<file path="config.mk">
export PLATFORM = sky130hd
export DESIGN_NAME = crc5_receiver
export DESIGN_NICKNAME = d
export VERILOG_FILES = /design/src/rtl/crc5_receiver.sv
export SDC_FILE = /design/constraint.sdc
export NUM_CORES = 1
export LEC_CHECK = 0
export CORE_MARGIN = 3
export CORE_UTILIZATION = 50
export DETAILED_ROUTE_END_ITERATION = 10
export DONT_BUFFER_PORTS = 1
export PLACE_DENSITY = 0.75
export SLEW_MARGIN = 20
export SYNTH_ARGS = -nofsm -noshare
export SYNTH_HDL_FRONTEND = slang
export SYNTH_SLANG_ARGS = --single-unit
</file>
<file path="constraint.sdc">
create_clock -name clk -period 1.8 [get_ports clk]
set_input_delay 0.36 -clock clk [delete_from_list [all_inputs] [get_ports clk]]
set_output_delay 0.36 -clock clk [all_outputs]
set_load 0.02 [all_outputs]
</file>
<file path="src/rtl/crc5_receiver.sv">
//-----------------------------------------------------------------------------
// crc5_receiver: serial 16-bit frame receiver (11 payload bits + inverted CRC-5)
// Revision: 1.0
//-----------------------------------------------------------------------------
`default_nettype none

module crc5_receiver (
   input  logic        clk,
   input  logic        rst,
   input  logic        start,
   input  logic        in_valid,
   input  logic        in,
   output logic [10:0] data,
   output logic        valid,
   output logic        ok,
   output logic        err,
   output logic        busy,
   output logic        abort
);

   typedef enum logic [1:0] {
      IDLE = 2'd0,
      DATA = 2'd1,
      CRC  = 2'd2
   } state_t;

   localparam logic [4:0] CRC_INIT    = 5'b11111;
   localparam logic [4:0] CRC_RESIDUE = 5'b01100;
   localparam logic [3:0] LAST_DATA   = 4'd10;
   localparam logic [3:0] LAST_BIT    = 4'd15;

   state_t      state;
   logic [3:0]  cnt;
   logic [4:0]  crc;
   logic [10:0] payload;
   logic [4:0]  crc_next;

   function automatic logic [4:0] crc_step(input logic [4:0] c, input logic b);
      logic fb;
      fb = b ^ c[4];
      return {c[3], c[2], c[1] ^ fb, c[0], fb};
   endfunction

   // A start bit always seeds from the initial value, so a restart mid-frame
   // discards whatever the register held.
   assign crc_next = crc_step(start ? CRC_INIT : crc, in);

   always_ff @(posedge clk or negedge rst) begin
      if (!rst) begin
         state   <= IDLE;
         cnt     <= 4'd0;
         crc     <= CRC_INIT;
         payload <= 11'd0;
         data    <= 11'd0;
         valid   <= 1'b0;
         ok      <= 1'b0;
         err     <= 1'b0;
         busy    <= 1'b0;
         abort   <= 1'b0;
      end else begin
         valid <= 1'b0;
         abort <= 1'b0;
         if (in_valid) begin
            if (start) begin
               abort   <= (state != IDLE);
               state   <= DATA;
               cnt     <= 4'd1;
               crc     <= crc_next;
               payload <= {10'd0, in};
               busy    <= 1'b1;
            end else if (state == DATA) begin
               crc     <= crc_next;
               payload <= {payload[9:0], in};
               cnt     <= cnt + 4'd1;
               if (cnt == LAST_DATA) begin
                  state <= CRC;
               end
            end else if (state == CRC) begin
               crc <= crc_next;
               if (cnt == LAST_BIT) begin
                  state <= IDLE;
                  cnt   <= 4'd0;
                  busy  <= 1'b0;
                  data  <= payload;
                  ok    <= (crc_next == CRC_RESIDUE);
                  err   <= (crc_next != CRC_RESIDUE);
                  valid <= 1'b1;
               end else begin
                  cnt <= cnt + 4'd1;
               end
            end
         end
      end
   end

endmodule

`default_nettype wire

</file>
==> metrics.txt <==
# TYPE chip_impl_metric gauge
chip_impl_metric{name="synthToLayoutAreaGrowth",unit="%"} 11.5
chip_impl_metric{name="cp_data_arrival_time",unit="ns"} 1.97
chip_impl_metric{name="floorplan.die.height",unit="µm"} 64.6
chip_impl_metric{name="final.period_utilization",unit="%"} 96.3
chip_impl_metric{name="number_of_enable_flip_flop_cells_after_synthesis",unit=""} 0
chip_impl_metric{name="clock-sinks",unit=""} 38
chip_impl_info{name="min-delay-path-class",value="primary input to register"} 1
chip_impl_metric{name="async_flop_share",unit="%"} 100
chip_impl_metric{name="hold-path-cell-count",unit=""} 1
chip_impl_metric{name="fmax",unit="MHz"} 577
chip_impl_metric{name="antenna-diode-count",unit=""} 0
chip_impl_info{name="ys.flop_type",value="dfrtp_1"} 1
chip_impl_info{name="hold_path_start",value="in_valid"} 1
chip_impl_info{name="synth_area_leaders",value="dfrtp_1 48%, dfstp_2 7.6%, mux2_4 7.0%"} 1
chip_impl_info{name="r2r_end",value="data[7]"} 1
chip_impl_info{name="post-synth-top-count-cell",value="dfrtp_1"} 1
chip_impl_metric{name="ff2ff_path_depth",unit=""} 4
chip_impl_metric{name="vias",unit=""} 1060
chip_impl_metric{name="clock_insertion_delay_worst_skew",unit="ns"} 0.35
chip_impl_info{name="crit_chain",value="ha_4 > nand3_2 > or4_4 > mux2_2"} 1
chip_impl_info{name="crit_path_end_kind",value="register"} 1
chip_impl_metric{name="tightest_slew",unit="ns"} 0.440
chip_impl_metric{name="grt_antenna_before_repair",unit=""} 0
chip_impl_metric{name="path_buf_inv",unit=""} 0
chip_impl_metric{name="place.detailed.hpwl",unit="mm"} 1.88
chip_impl_metric{name="report.power.total",unit="µW"} 2170
chip_impl_metric{name="drtPass1Iterations",unit=""} 4
chip_impl_metric{name="gr-total-overflow",unit=""} 0
chip_impl_metric{name="ys_seq_area_share",unit="%"} 55.7
chip_impl_info{name="tritoncts",value="built"} 1
chip_impl_metric{name="ctsHtreeMaxLevel",unit=""} 2
chip_impl_metric{name="worst_clock_skew",unit="ns"} 0.0115
chip_impl_info{name="worst_case_hold_path_end_point",value="cnt[2]"} 1
chip_impl_metric{name="design.final.nets",unit=""} 147
chip_impl_metric{name="place.port_buffers",unit=""} 0
chip_impl_info{name="cts_root_buffer",value="clkbuf_4"} 1
chip_impl_metric{name="slew_viol_final",unit=""} 0
chip_impl_metric{name="ant_nets",unit=""} 0
chip_impl_metric{name="synthesis.yosys.warnings",unit=""} 0
chip_impl_metric{name="power_density",unit="mW/mm²"} 1130
chip_impl_metric{name="vdd_drop_max",unit="mV"} 0.635
chip_impl_metric{name="drt_drc_violations_left",unit=""} 0
chip_impl_info{name="synth_top_family_by_area",value="multiplexers"} 1
chip_impl_metric{name="timing.critical_path.required",unit="ns"} 2.03
chip_impl_metric{name="netlist.area_leader.share",unit="%"} 48.1
chip_impl_metric{name="dpl.cell_count",unit=""} 172
chip_impl_metric{name="chipWidth",unit="µm"} 64.6
chip_impl_metric{name="floorplan.core_area",unit="mm²"} 0.00315
chip_impl_metric{name="fraction_of_final_layout_cells_sized_beyond_drive_strength_1",unit="%"} 29.8
chip_impl_metric{name="fp_rows",unit=""} 20
chip_impl_metric{name="post_synthesis_mux_area_share",unit="%"} 14.6
chip_impl_metric{name="power_leakage",unit="µW"} 0.000962
chip_impl_metric{name="critPathMaxFanout",unit=""} 7
chip_impl_metric{name="layout.cells.non_filler",unit=""} 185
chip_impl_metric{name="vias_per_cell",unit=""} 5.73
chip_impl_info{name="launch_point_of_the_worst_reg_to_reg_path",value="cnt[1]"} 1
chip_impl_metric{name="groute.usage.overall",unit="%"} 15.5
chip_impl_metric{name="cap_violations",unit=""} 0
chip_impl_metric{name="finalHoldViolCount",unit=""} 0
chip_impl_metric{name="ctsLongestPathBuffers",unit=""} 2
chip_impl_metric{name="post_drt_wl_per_cell",unit="µm"} 16.5
chip_impl_metric{name="first_pass_grt_wire_length",unit="mm"} 4.93
chip_impl_info{name="cpLargestDelayFamily",value="simple AND/OR/NAND/NOR gates"} 1
chip_impl_metric{name="setup_violations",unit=""} 0
chip_impl_metric{name="timing.max_slew.rel_slack",unit="%"} 69.9
chip_impl_metric{name="wirelength",unit="mm"} 3.05
chip_impl_metric{name="place_congestion",unit=""} 0.781
chip_impl_metric{name="grt_pass1_vias",unit=""} 1065
chip_impl_info{name="synthDominantAreaCellType",value="dfrtp_1"} 1
chip_impl_info{name="status",value="completed"} 1
chip_impl_metric{name="floorplan.io_pins",unit=""} 21
chip_impl_info{name="crit_type",value="register to register"} 1
chip_impl_metric{name="initial_utilization",unit="%"} 54.5
chip_impl_info{name="synth_top_cells_by_count",value="33 x dfrtp_1, 11 x inv_1, 10 x a22o_1, 8 x mux2_2, 8 x mux2_4"} 1
chip_impl_metric{name="r2r_setup_slack",unit="ns"} 0.07
chip_impl_info{name="critical_path.slowest_cell",value="or4_4"} 1
chip_impl_metric{name="syn-instance-count",unit=""} 132
chip_impl_metric{name="synth-compound-area-share",unit="%"} 11.9
chip_impl_info{name="start_kind",value="register"} 1
chip_impl_metric{name="worst_hold_slack",unit="ns"} 0.113
chip_impl_metric{name="die_area",unit="mm²"} 0.00418
chip_impl_metric{name="largest_net_degree_at_the_start_of_global_routing",unit=""} 39
chip_impl_metric{name="cts-buffers-inserted",unit=""} 5
chip_impl_metric{name="synth-adder-area-share",unit="%"} 1.46
chip_impl_metric{name="synth.avg_cell_area",unit="µm²"} 13.0
chip_impl_metric{name="fillers",unit=""} 264
chip_impl_metric{name="mappedNetlistArea",unit="mm²"} 0.00172
chip_impl_metric{name="post_synth_net_total",unit=""} 139
chip_impl_metric{name="area_fraction_in_and_or_nand_and_nor_cells_after_synthesis",unit="%"} 8.81
chip_impl_metric{name="worst_setup_hold_path_clk_slew",unit="ns"} 0.13
chip_impl_metric{name="post_synth_xor_area_fraction",unit="%"} 2.04
chip_impl_metric{name="synth_seq_cells",unit=""} 38
chip_impl_metric{name="synth_cell_types",unit=""} 38
chip_impl_metric{name="final_util",unit="%"} 60.8
chip_impl_metric{name="critPathMaxStageDelay",unit="ns"} 0.60
chip_impl_metric{name="final.min_clock_period",unit="ns"} 1.73
chip_impl_metric{name="drt_iter0_markers",unit=""} 105
-- metal layers --
layer  wire length [µm]  vias to the layer above  GRT usage [%]
li1                   -                      486              -
met1               1320                      543           18.7
met2               1530                       29           25.3
met3                183                        2           6.41
met4                 18                        0           5.01
met5                  0                        -              0
-- stage by stage --
step	setup WS, ns	instance area [µm²]	setup TNS, ns
final	0.0660	1920	0
after global routing	-0.00134	1920	-0.00134
after CTS	0.0184	1870	0
after detailed placement	0.0358	1730	0
after global placement	0.0929	1730	0
after floorplan	0.0464	1720	0
-- layout by cell type, fill, tap and decap left out, types with 2 or more instances in the layout --
cell type / synthesis / layout
dfrtp_1: 33 / 32
inv_1: 11 / 11
a22o_1: 10 / 10
mux2_4: 8 / 8
mux2_2: 8 / 8
nor2_1: 7 / 7
nand2_1: 5 / 5
clkbuf_4: 0 / 5
dfstp_2: 5 / 5
mux2i_1: 4 / 4
buf_4: 0 / 4
xor2_1: 3 / 3
a21oi_1: 2 / 2
or4_4: 1 / 2
a211o_1: 2 / 2
nand3_1: 3 / 2
and3_1: 2 / 2
o21ai_0: 2 / 2
bufinv_16: 0 / 2
-- worst max path at each step --
stage                     startpoint  endpoint  slack, ns  cells past startpoint
final                         cnt[1]   data[7]       0.07                      4
after global routing          cnt[1]   data[2]     -0.001                      4
after CTS                     cnt[0]   data[4]       0.02                      4
after detailed placement      cnt[0]   data[3]       0.04                      4
after global placement        cnt[0]       err       0.09                      4
after floorplan                start   data[0]       0.05                      6
-- kinds of logic (layout without fill, tap and decap cells) --
| logic type | after synthesis | count (layout) |
|---|---|---|
| AO/OA/AOI/OAI | 25 | 25 |
| XOR/XNOR | 4 | 4 |
| adder cells (fa/ha/maj) | 2 | 2 |
| buffers and inverters | 17 | 25 |
| flip-flops | 38 | 38 |
| multiplexers | 20 | 20 |
| AND/OR/NAND/NOR | 26 | 27 |
-- registers in the layout, summed over array words and instances (netlist names) --
signal and flops:
abort 1, busy 1, cnt 4, crc 5
data 11, err 1, ok 1, payload 11
state 2, valid 1
-- repair_timing --
item                                    CTS  global route
hold buffers                              2             0
endpoints found under the setup margin    0            12
endpoints found under the hold margin    38             0
buffers inserted                          0             2
resized for setup                         0             5
-- cell type report --
cell class	instances	area, µm²	area share (%)
inverters	11	41.3	2.16
repair buffers	6	60.1	3.14
flip-flops and latches	38	958	50.0
clock buffers	5	37.5	1.96
clock inverters	3	68.8	3.59
multi-input cells	78	694	36.3
well taps	44	55.1	2.87
-- power by group --
part | internal (µW) | switching (µW)
sequential | 971 | 109
combinational | 186 | 164
clock | 435 | 305
No activity file was read; power rests on OpenSTA's default activity.
